<file path="src/rtl/monitor_scoreboard.sv">
`default_nettype none
// ============================================================================
//  Module   : monitor_scoreboard
//  Purpose  : Scoreboard for the reduction check path. It samples the stimulus
//             word in1 and recomputes the expected result (|in1) & (&in1). The
//             expected value is aligned with dut_out through a LATENCY-deep
//             delay line, and each valid sample is compared while in RUN.
//             The block keeps saturating pass/error counters, a sticky fail
//             flag and an optional first-failure capture.
//  Ports    : CLK          clock, all state on posedge
//             RESET        synchronous, active-high
//             start        begin/restart a checking run (from IDLE or DONE)
//             stop         end the run (RUN -> DONE)
//             in_valid     in1 carries a sample this cycle
//             in1          [WIDTH] stimulus word driven to the DUT
//             dut_out      DUT result, LATENCY cycles after its sample
//             state        [2] 00 IDLE, 01 RUN, 10 HALT, 11 DONE
//             check_count  [CNT_W] comparisons performed (saturating)
//             err_count    [CNT_W] mismatches seen (saturating)
//             mismatch     one-cycle pulse per mismatch
//             fail         sticky mismatch flag, cleared by an accepted start
//             fail_data    [WIDTH] in1 of the first mismatching sample
//             fail_cycle   [CNT_W] check_count at the first mismatch
//  Config   : MONITOR_SCOREBOARD_CAPTURE_EN - when defined, fail_data and
//             fail_cycle are registered captures; otherwise they are tied to 0.
//  Revision : 1.0  initial release
// ============================================================================
module monitor_scoreboard #(
  parameter int WIDTH        = 4,
  parameter int LATENCY      = 1,
  parameter int CNT_W        = 16,
  parameter int STOP_ON_FAIL = 0
) (
  input  logic             CLK,
  input  logic             RESET,
  input  logic             start,
  input  logic             stop,
  input  logic             in_valid,
  input  logic [WIDTH-1:0] in1,
  input  logic             dut_out,
  output logic [1:0]       state,
  output logic [CNT_W-1:0] check_count,
  output logic [CNT_W-1:0] err_count,
  output logic             mismatch,
  output logic             fail,
  output logic [WIDTH-1:0] fail_data,
  output logic [CNT_W-1:0] fail_cycle
);

  typedef enum logic [1:0] {
    S_IDLE = 2'b00,
    S_RUN  = 2'b01,
    S_HALT = 2'b10,
    S_DONE = 2'b11
  } state_t;

  localparam logic [CNT_W-1:0] CNT_MAX = '1;

  state_t cur_state;
  logic   run;
  logic   start_accept;
  logic   samp_exp;
  logic   d_valid;
  logic   [WIDTH-1:0] d_data;
  logic   d_exp;
  logic   cmp;
  logic   mis;

  assign state        = cur_state;
  assign run          = (cur_state == S_RUN);
  assign start_accept = start && ((cur_state == S_IDLE) || (cur_state == S_DONE));
  assign samp_exp     = (|in1) & (&in1);

  // Delay line carrying {valid, in1, expected}. Valid bits are cleared on
  // every edge taken outside RUN, which both drops samples left in flight
  // when a run ends and flushes the line before a restarted run.
  generate
    if (LATENCY == 0) begin : g_lat0
      assign d_valid = in_valid;
      assign d_data  = in1;
      assign d_exp   = samp_exp;
    end else begin : g_pipe
      logic [LATENCY-1:0]            v_q;
      logic [LATENCY-1:0]            exp_q;
      logic [LATENCY-1:0][WIDTH-1:0] data_q;

      always_ff @(posedge CLK) begin
        if (RESET || !run) begin
          v_q <= '0;
        end else begin
          v_q[0] <= in_valid;
          for (int k = 1; k < LATENCY; k++) begin
            v_q[k] <= v_q[k-1];
          end
        end
        data_q[0] <= in1;
        exp_q[0]  <= samp_exp;
        for (int k = 1; k < LATENCY; k++) begin
          data_q[k] <= data_q[k-1];
          exp_q[k]  <= exp_q[k-1];
        end
      end

      assign d_valid = v_q[LATENCY-1];
      assign d_data  = data_q[LATENCY-1];
      assign d_exp   = exp_q[LATENCY-1];
    end
  endgenerate

  // Case inequality so that an X/Z on dut_out is reported as a mismatch.
  assign cmp = run && d_valid;
  assign mis = cmp && (dut_out !== d_exp);

  // FSM, counters, mismatch pulse and sticky fail.
  always_ff @(posedge CLK) begin
    if (RESET) begin
      cur_state   <= S_IDLE;
      check_count <= '0;
      err_count   <= '0;
      mismatch    <= 1'b0;
      fail        <= 1'b0;
    end else begin
      mismatch <= 1'b0;
      case (cur_state)
        S_IDLE, S_DONE: begin
          if (start) begin
            cur_state   <= S_RUN;
            check_count <= '0;
            err_count   <= '0;
            fail        <= 1'b0;
          end
        end
        S_RUN: begin
          if (cmp && (check_count != CNT_MAX)) begin
            check_count <= check_count + 1'b1;
          end
          if (mis) begin
            mismatch <= 1'b1;
            fail     <= 1'b1;
            if (err_count != CNT_MAX) begin
              err_count <= err_count + 1'b1;
            end
          end
          // stop wins over halting: a coincident mismatch is still counted.
          if (stop) begin
            cur_state <= S_DONE;
          end else if (mis && (STOP_ON_FAIL != 0)) begin
            cur_state <= S_HALT;
          end
        end
        default: begin
          // HALT: everything frozen until RESET.
        end
      endcase
    end
  end

`ifdef MONITOR_SCOREBOARD_CAPTURE_EN
  // First-failure capture; fail is still 0 on the cycle of the first mismatch.
  always_ff @(posedge CLK) begin
    if (RESET || start_accept) begin
      fail_data  <= '0;
      fail_cycle <= '0;
    end else if (mis && !fail) begin
      fail_data  <= d_data;
      fail_cycle <= check_count;
    end
  end
`else
  assign fail_data  = '0;
  assign fail_cycle = '0;

  // The delayed data word only feeds the capture registers.
  logic unused_capture;
  assign unused_capture = ^{d_data, start_accept};
`endif

endmodule
`default_nettype wire

</file>
<file path="config.mk">
export PLATFORM = sky130hd
export DESIGN_NAME = monitor_scoreboard
export DESIGN_NICKNAME = d
export VERILOG_FILES = /design/src/rtl/monitor_scoreboard.sv
export SDC_FILE = /design/constraint.sdc
export NUM_CORES = 1
export LEC_CHECK = 0
export ABC_AREA = 1
export BUFFER_PORTS_ARGS = -buffer_cell sky130_fd_sc_hd__buf_2
export CAP_MARGIN = 30
export CORE_AREA = 2 2 69 71
export DETAILED_ROUTE_END_ITERATION = 7
export DIE_AREA = 0 0 71 73
export PLACE_DENSITY_LB_ADDON = 0.05
export SLEW_MARGIN = 20
export SYNTH_ARGS = -nofsm -noshare
export SYNTH_HDL_FRONTEND = slang
export SYNTH_SLANG_ARGS = --single-unit
</file>
<file path="constraint.sdc">
create_clock -name CLK -period 2.91 [get_ports CLK]
set_input_delay 0.582 -clock CLK [delete_from_list [all_inputs] [get_ports CLK]]
set_output_delay 0.582 -clock CLK [all_outputs]
set_load 0.02 [all_outputs]
</file>
==> out/summary.txt, run 1 <==
Synth area leaders = dfxtp_1 31%, nand2_1 22%, nor2_1 9.6%, inv_1 7.9%, buf_4 6.2%
Number of synthesized register bits = 38
H-tree levels = 2
Post-Synth XOR/XNOR Area = 0.0252
Cell total after placement = 495
Slew @ Worst Pin = 0.549 ns
P_leak = 1.35 nW
Routed wire length per instance = 11.3 um
Layout area overhead = 11.4%
Nature of the critical path startpoint = register
Initial antenna violation count = 0
Final ANT Viol Nets = 0
Pin count of the biggest net entering global routing = 19
Relative slew slack = 0.634
I/O pin total = 66
Post-synthesis mux area share = 0
Number of distinct library cells after synthesis = 28
NumNets Final = 462
Vias/cell = 4.81
Fraction of layout cells with a size suffix above 1 = 0.154
Sequential cell area fraction in the yosys report = 0.312
# hold bufs at CTS = 0
Setup TNS = 0 ns
Post-DP HPWL = 4160 um
Root buf cell = clkbuf_8
Max_cap viols = 0
Sink Count = 38
Fin cells = 501
Largest family of logic cells by synthesized area = simple AND/OR/NAND/NOR gates
Max Root-Sink Buffers = 2
# setup viols final = 0
WP data arrival = 2.29 ns
Yosys warns = 0
Count leader, synth = nand2_1
Post-CTS Resized = 0
EDFF count, synth = 0
Layout Utilization = 0.598
Iteration-0 DRC count of the detailed router = 141
Row cnt = 25
Synth cell count leaders = 141 x nand2_1, 62 x nor2_1, 51 x inv_1
Total gr overflow = 0
Max-slew violations = 0
Worst-Skew Late Latency = 0.30 ns
CTS clk-pin slew, worst paths = 0.07 ns
Min cycle time layout = 2.05 ns
Final clock skew = 0.00832 ns
Syn Std Cell Area = 2430 um^2
Design Power = 1.46 mW
Final period util = 0.706
Die Width = 71 um
Input/output buffers = 45
Setup CP Type = register to register
1st-pass router iterations = 5
Post-CTS setup buffer count = 0
Die Y = 73 um
Post-synth top flop = dfxtp_1
Worst vdd ir = 0.000314 V
GP Congestion = 0.850
Req. time, crit path = 3.14 ns
Vias in the first global route = 2008
Highest layer used for signal routing = met4
Met2 wire length = 2870 um
Core ar. = 4540 um^2
ANT cells = 0
Cts bufs inserted = 5
GR Util All Layers = 0.228
Final hold viol count = 0
Post-Route WL = 5640 um
Top-area cell type share of the netlist area = 0.312
Simple-gate portion of the synthesized area = 0.419
Syn_area_per_cell = 6.07 um^2
Met1 Wirelength = 2480 um
First-pass GRT wire length = 9250 um
Asr flop ratio synth = 0
Post-synthesis cell count = 401
WL met3 = 216 um
CTS tree = built
Status = completed
Setup ws final = 0.856 ns
Pre-CTS setup slack = 0.861 ns
Pwr Density = 538 nW/um^2
Initial core utilization = 0.537
Unrepaired setup endpoints after global routing = false
Drc violations = 0
Crit-path max FO = 14
Hold Path Class = register to register
Max Fclk = 487 MHz
Via Count = 2410
Synth Area in Compound Gates = 0.0647
Synth Area in Adders = 0.0206
Area leader, netlist = dfxtp_1
Die area = 5180 um^2
Setup crit end kind = register
through the flow:
step	cell area, um^2	hold WS (ns)
3_5_place_dp	2630	0.453
6_report	2710	0.462
5_1_grt	2710	0.488
2_1_floorplan	2510	0.511
3_3_place_gp	2630	0.453
4_1_cts	2710	0.465
logic make-up (layout without fill, tap and decap cells):
kind of cell,count (synthesis),in the layout
AND/OR/NAND/NOR,245,245
other,1,20
AO/OA/AOI/OAI,28,28
flip-flops,38,38
buffers and inverters,78,105
adder cells (fa/ha/maj),4,4
XOR/XNOR,7,7
flip-flops by register name (all words and copies together) (netlist names):
register and count:
check_count 16, state 2, d_valid 1, err_count 16, fail 1, d_exp 1
mismatch 1
power breakdown:
group	internal, mW	leakage (nW)	total [mW]	switching, mW
Clock	0.183	0.0431	0.364	0.182
Sequential	0.536	0.307	0.547	0.0114
Combinational	0.129	1.00	0.549	0.420
final timing paths:
| check | to | start | cells after the start | slack, ns |
|---|---|---|---|---|
| max | check_count[4]$_SDFFE_PP0P_ | state[1]$_SDFFE_PP0P_ | 13 | 0.86 |
| min | fail$_SDFFE_PP0P_ | fail$_SDFFE_PP0P_ | 2 | 0.46 |
| max reg2reg | check_count[4]$_SDFFE_PP0P_ | state[1]$_SDFFE_PP0P_ | 13 | 0.86 |
| min reg2reg | fail$_SDFFE_PP0P_ | fail$_SDFFE_PP0P_ | 2 | 0.46 |
layout make-up:
cell class                      count  area (um^2)
Multi-Input combinational cell    304         1370
Fill cell                         450         1820
Clock buffer                        6         82.6
Inverter                           53          204
Sequential cell                    38          761
Tap cell                           54         67.6
Timing Repair Buffer               46          233
critical path, cell delays in order (launching register included):
cell and delay (ns):
dfxtp_1 0.35, inv_1 0.07, ha_1 0.23, inv_1 0.39
nand2_1 0.08, o21ai_0 0.12, inv_1 0.10, nand2_2 0.17
nand2_1 0.11, inv_1 0.11, nand2_4 0.08, clkinv_4 0.09
nor2_1 0.04, nor2_1 0.08
metal layers:
layer | GRT usage | vias up
li1 | - | 1277
met3 | 0.0483 | 7
met1 | 0.267 | 1072
met4 | 0.0860 | 0
met2 | 0.408 | 54
met5 | 0 | -
layout by cell type (no fill, tap or decap), types with 2 or more instances in the layout:
cell type  netlist  final
a21oi_1         18     18
buf_2            0     45
clkbuf_8         0      6
conb_1           1     20
dfxtp_1         38     38
ha_1             4      4
inv_1           51     51
nand2_1        141    141
nand2_2          3      3
nand2_4          3      3
nand3_1         23     23
nand3_2          2      2
nand4_1          2      2
nor2_1          62     62
nor2_2           4      4
nor3_1           2      2
o21ai_0          6      6
o21bai_1         2      2
xnor2_1          2      2
xor2_1           5      5
(Power assumes the default switching activity.)
==> inputs of run 2 (changes only) <==
--- a/config.mk
+++ b/config.mk
@@ -8,9 +8,9 @@
 export ABC_AREA = 1
 export BUFFER_PORTS_ARGS = -buffer_cell sky130_fd_sc_hd__buf_2
 export CAP_MARGIN = 30
-export CORE_AREA = 2 2 69 71
+export CORE_AREA = 2 2 75 77
 export DETAILED_ROUTE_END_ITERATION = 7
-export DIE_AREA = 0 0 71 73
+export DIE_AREA = 0 0 77 79
 export PLACE_DENSITY_LB_ADDON = 0.05
 export SLEW_MARGIN = 20
 export SYNTH_ARGS = -nofsm -noshare
==> constraint.sdc (replaced) <==
create_clock -name CLK -period 1.7 [get_ports CLK]
set_input_delay 0.34 -clock CLK [delete_from_list [all_inputs] [get_ports CLK]]
set_output_delay 0.34 -clock CLK [all_outputs]
set_load 0.02 [all_outputs]
==> run 2 against run 1 <==
Compared with the run above:
- sequential power grew 74%
- sequential share of layout area shrank 4.8 points
- final cell count grew 13%
- critical path depth is the same
- critical path type unchanged
- clock power grew 74%
- register-to-register slack lost 0.82 ns
- die area grew 17%
- clock skew grew 0.00063 ns
- maximum frequency grew 23%
- worst hold slack lost 0.21 ns
==> out/summary.txt, run 2 (synthesis gave the netlist of run 1 again) <==
H-tree levels = 2 (unchanged)
Core ar. = 5340 um^2 (+18%)
Min cycle time layout = 1.67 ns (-0.389 ns)
Internal power = 1.87 mW (+120%)
Final ANT Viol Nets = 0 (unchanged)
P_leak = 1.62 nW (+20%)
Cts bufs inserted = 5 (unchanged)
Setup crit end kind = register
Comb pwr share = 0.500 (+0.124)
Max_cap viols = 0 (unchanged)
Worst vdd ir = 0.000605 V (+93%)
# hold bufs at CTS = 0 (unchanged)
Die area = 6080 um^2 (+17%)
Initial antenna violation count = 0 (unchanged)
Vias/cell = 4.60 (-4.4%)
Max Fclk = 601 MHz (+23%)
Switching Share = 0.410 (-0.0101)
Post-Route WL = 6710 um (+19%)
Nature of the critical path startpoint = register
Hold Path Class = input port to register
Die Y = 79 um (+8.2%)
NumNets Final = 511 (+11%)
Max-slew violations = 0 (unchanged)
Via Count = 2613 (+8.4%)
Row cnt = 27 (+8.0%)
Unrepaired setup endpoints after global routing = true
Root buf cell = clkbuf_8
Pwr Density = 961 nW/um^2 (+78%)
Design Power = 3.17 mW (+120%)
Total gr overflow = 0 (unchanged)
Setup TNS = 0 ns (unchanged)
CTS clk-pin slew, worst paths = 0.08 ns (about the same)
Pin count of the biggest net entering global routing = 14 (-5)
CTS tree = built
Initial core utilization = 0.456 (-0.0807)
Input/output buffers = 45 (unchanged)
Final clock skew = 0.00895 ns (+0.000631 ns)
Final hold viol count = 0 (unchanged)
Pre-CTS setup slack = -0.0227 ns (-0.883 ns)
Setup ws final = 0.0348 ns (-0.821 ns)
Most frequent cells in the layout = 138 x nand2_1, 54 x nor2_1, 46 x inv_1
Psw = 1.30 mW (+110%)
Drc violations = 0 (unchanged)
Commonest non-fill, non-tap cell in the layout = nand2_1
Fraction of layout cells with a size suffix above 1 = 0.298 (+0.144)
Layout area overhead = 35.6%
Req. time, crit path = 1.89 ns (-1.25 ns)
Clock power frac = 0.200 (-0.049)
Sink Count = 38 (unchanged)
GP Congestion = 0.882 (+3.8%)
Post-DP HPWL = 4860 um (+17%)
Crit-path max FO = 7 (-7)
First-pass GRT wire length = 10500 um (+13%)
ANT cells = 0 (unchanged)
Seq pwr share = 0.300 (-0.075)
Filler cell count = 538 (+20%)
Max Root-Sink Buffers = 2 (unchanged)
Status = completed
1st-pass router iterations = 4 (-1)
Routed wire length per instance = 11.8 um (+5.0%)
Vias in the first global route = 2360 (+18%)
Setup CP Type = register to register
I/O pin total = 66 (unchanged)
GR Util All Layers = 0.214 (-0.0135)
Worst-Skew Late Latency = 0.29 ns (about the same)
Iteration-0 DRC count of the detailed router = 61 (-57%)
Die Width = 77 um (+8.5%)
Final period util = 0.980 (+0.274)
WP data arrival = 1.85 ns (-0.44 ns)
# setup viols final = 0 (unchanged)
==> run 2: changes by cell type in the layout (fill, tap and decap cells not counted), sizes merged <==
cell   before  now
nand2     147  148
o21ai       7    8
buf        46   93
==> run 2: cell type report <==
cell class,count,area (um^2),area share
Clock buffer,6,82.6,0.0250
Timing Repair Buffer,93,643,0.195
Multi-Input combinational cell,306,1510,0.458
Inverter,53,206,0.0625
Tap cell,72,90.1,0.0273
Sequential cell,38,768,0.233
==> run 2: power by group through the flow <==
stage | clock, mW | combinational, mW | sequential (mW)
after global placement | 0 | 1.24 | 0.959
after CTS | 0.654 | 1.28 | 0.940
after detailed placement | 0 | 1.26 | 0.961
after global routing | 0.680 | 1.71 | 0.953
after floorplan | 0 | 0.751 | 0.989
final | 0.635 | 1.59 | 0.950
==> run 2: worst max-delay path: stages, from the launching register on <==
cell and delay, ns:
dfxtp_2 0.34, inv_1 0.09, ha_4 0.28, inv_2 0.04, nand2_1 0.07, o21ai_2 0.08, inv_1 0.10, nand2_2 0.10
nand2_2 0.09, inv_2 0.05, nand2_4 0.10, clkinv_4 0.08, nor2_1 0.09, nor2_1 0.05
==> run 2: per-stage QoR <==
stage	instance area [um^2]	utilization	cells	hold WS, ns
after global placement	2970	0.556	549	0.450
after floorplan	2510	-	420	0.452
after global routing	3300	0.618	568	0.271
after CTS	3060	0.573	556	0.246
final	3300	0.618	568	0.252
after detailed placement	2970	0.556	549	0.474
==> run 2: worst paths after layout <==
path | cells after the start | slack, ns | startpoint | to
hold reg to reg | 2 | 0.49 | fail$_SDFFE_PP0P_ | fail$_SDFFE_PP0P_
hold / removal | 3 | 0.25 | in1[3] | d_exp$_DFF_P_
setup / recovery | 13 | 0.03 | state[0]$_SDFFE_PP0P_ | check_count[3]$_SDFFE_PP0P_
setup reg to reg | 13 | 0.03 | state[0]$_SDFFE_PP0P_ | check_count[3]$_SDFFE_PP0P_
==> run 2: repair_timing <==
action                     in CTS  in global routing
setup endpoints to repair       2                 32
resized for setup               1                 39
gates cloned                    0                  2
setup buffers                   1                 10
pin swaps                       2                 14
==> run 2: metal layers <==
metal | GRT usage | routed length (um)
met4 | 0.0696 | 97
met1 | 0.240 | 2850
met3 | 0.0398 | 267
met5 | 0 | 0
met2 | 0.408 | 3500
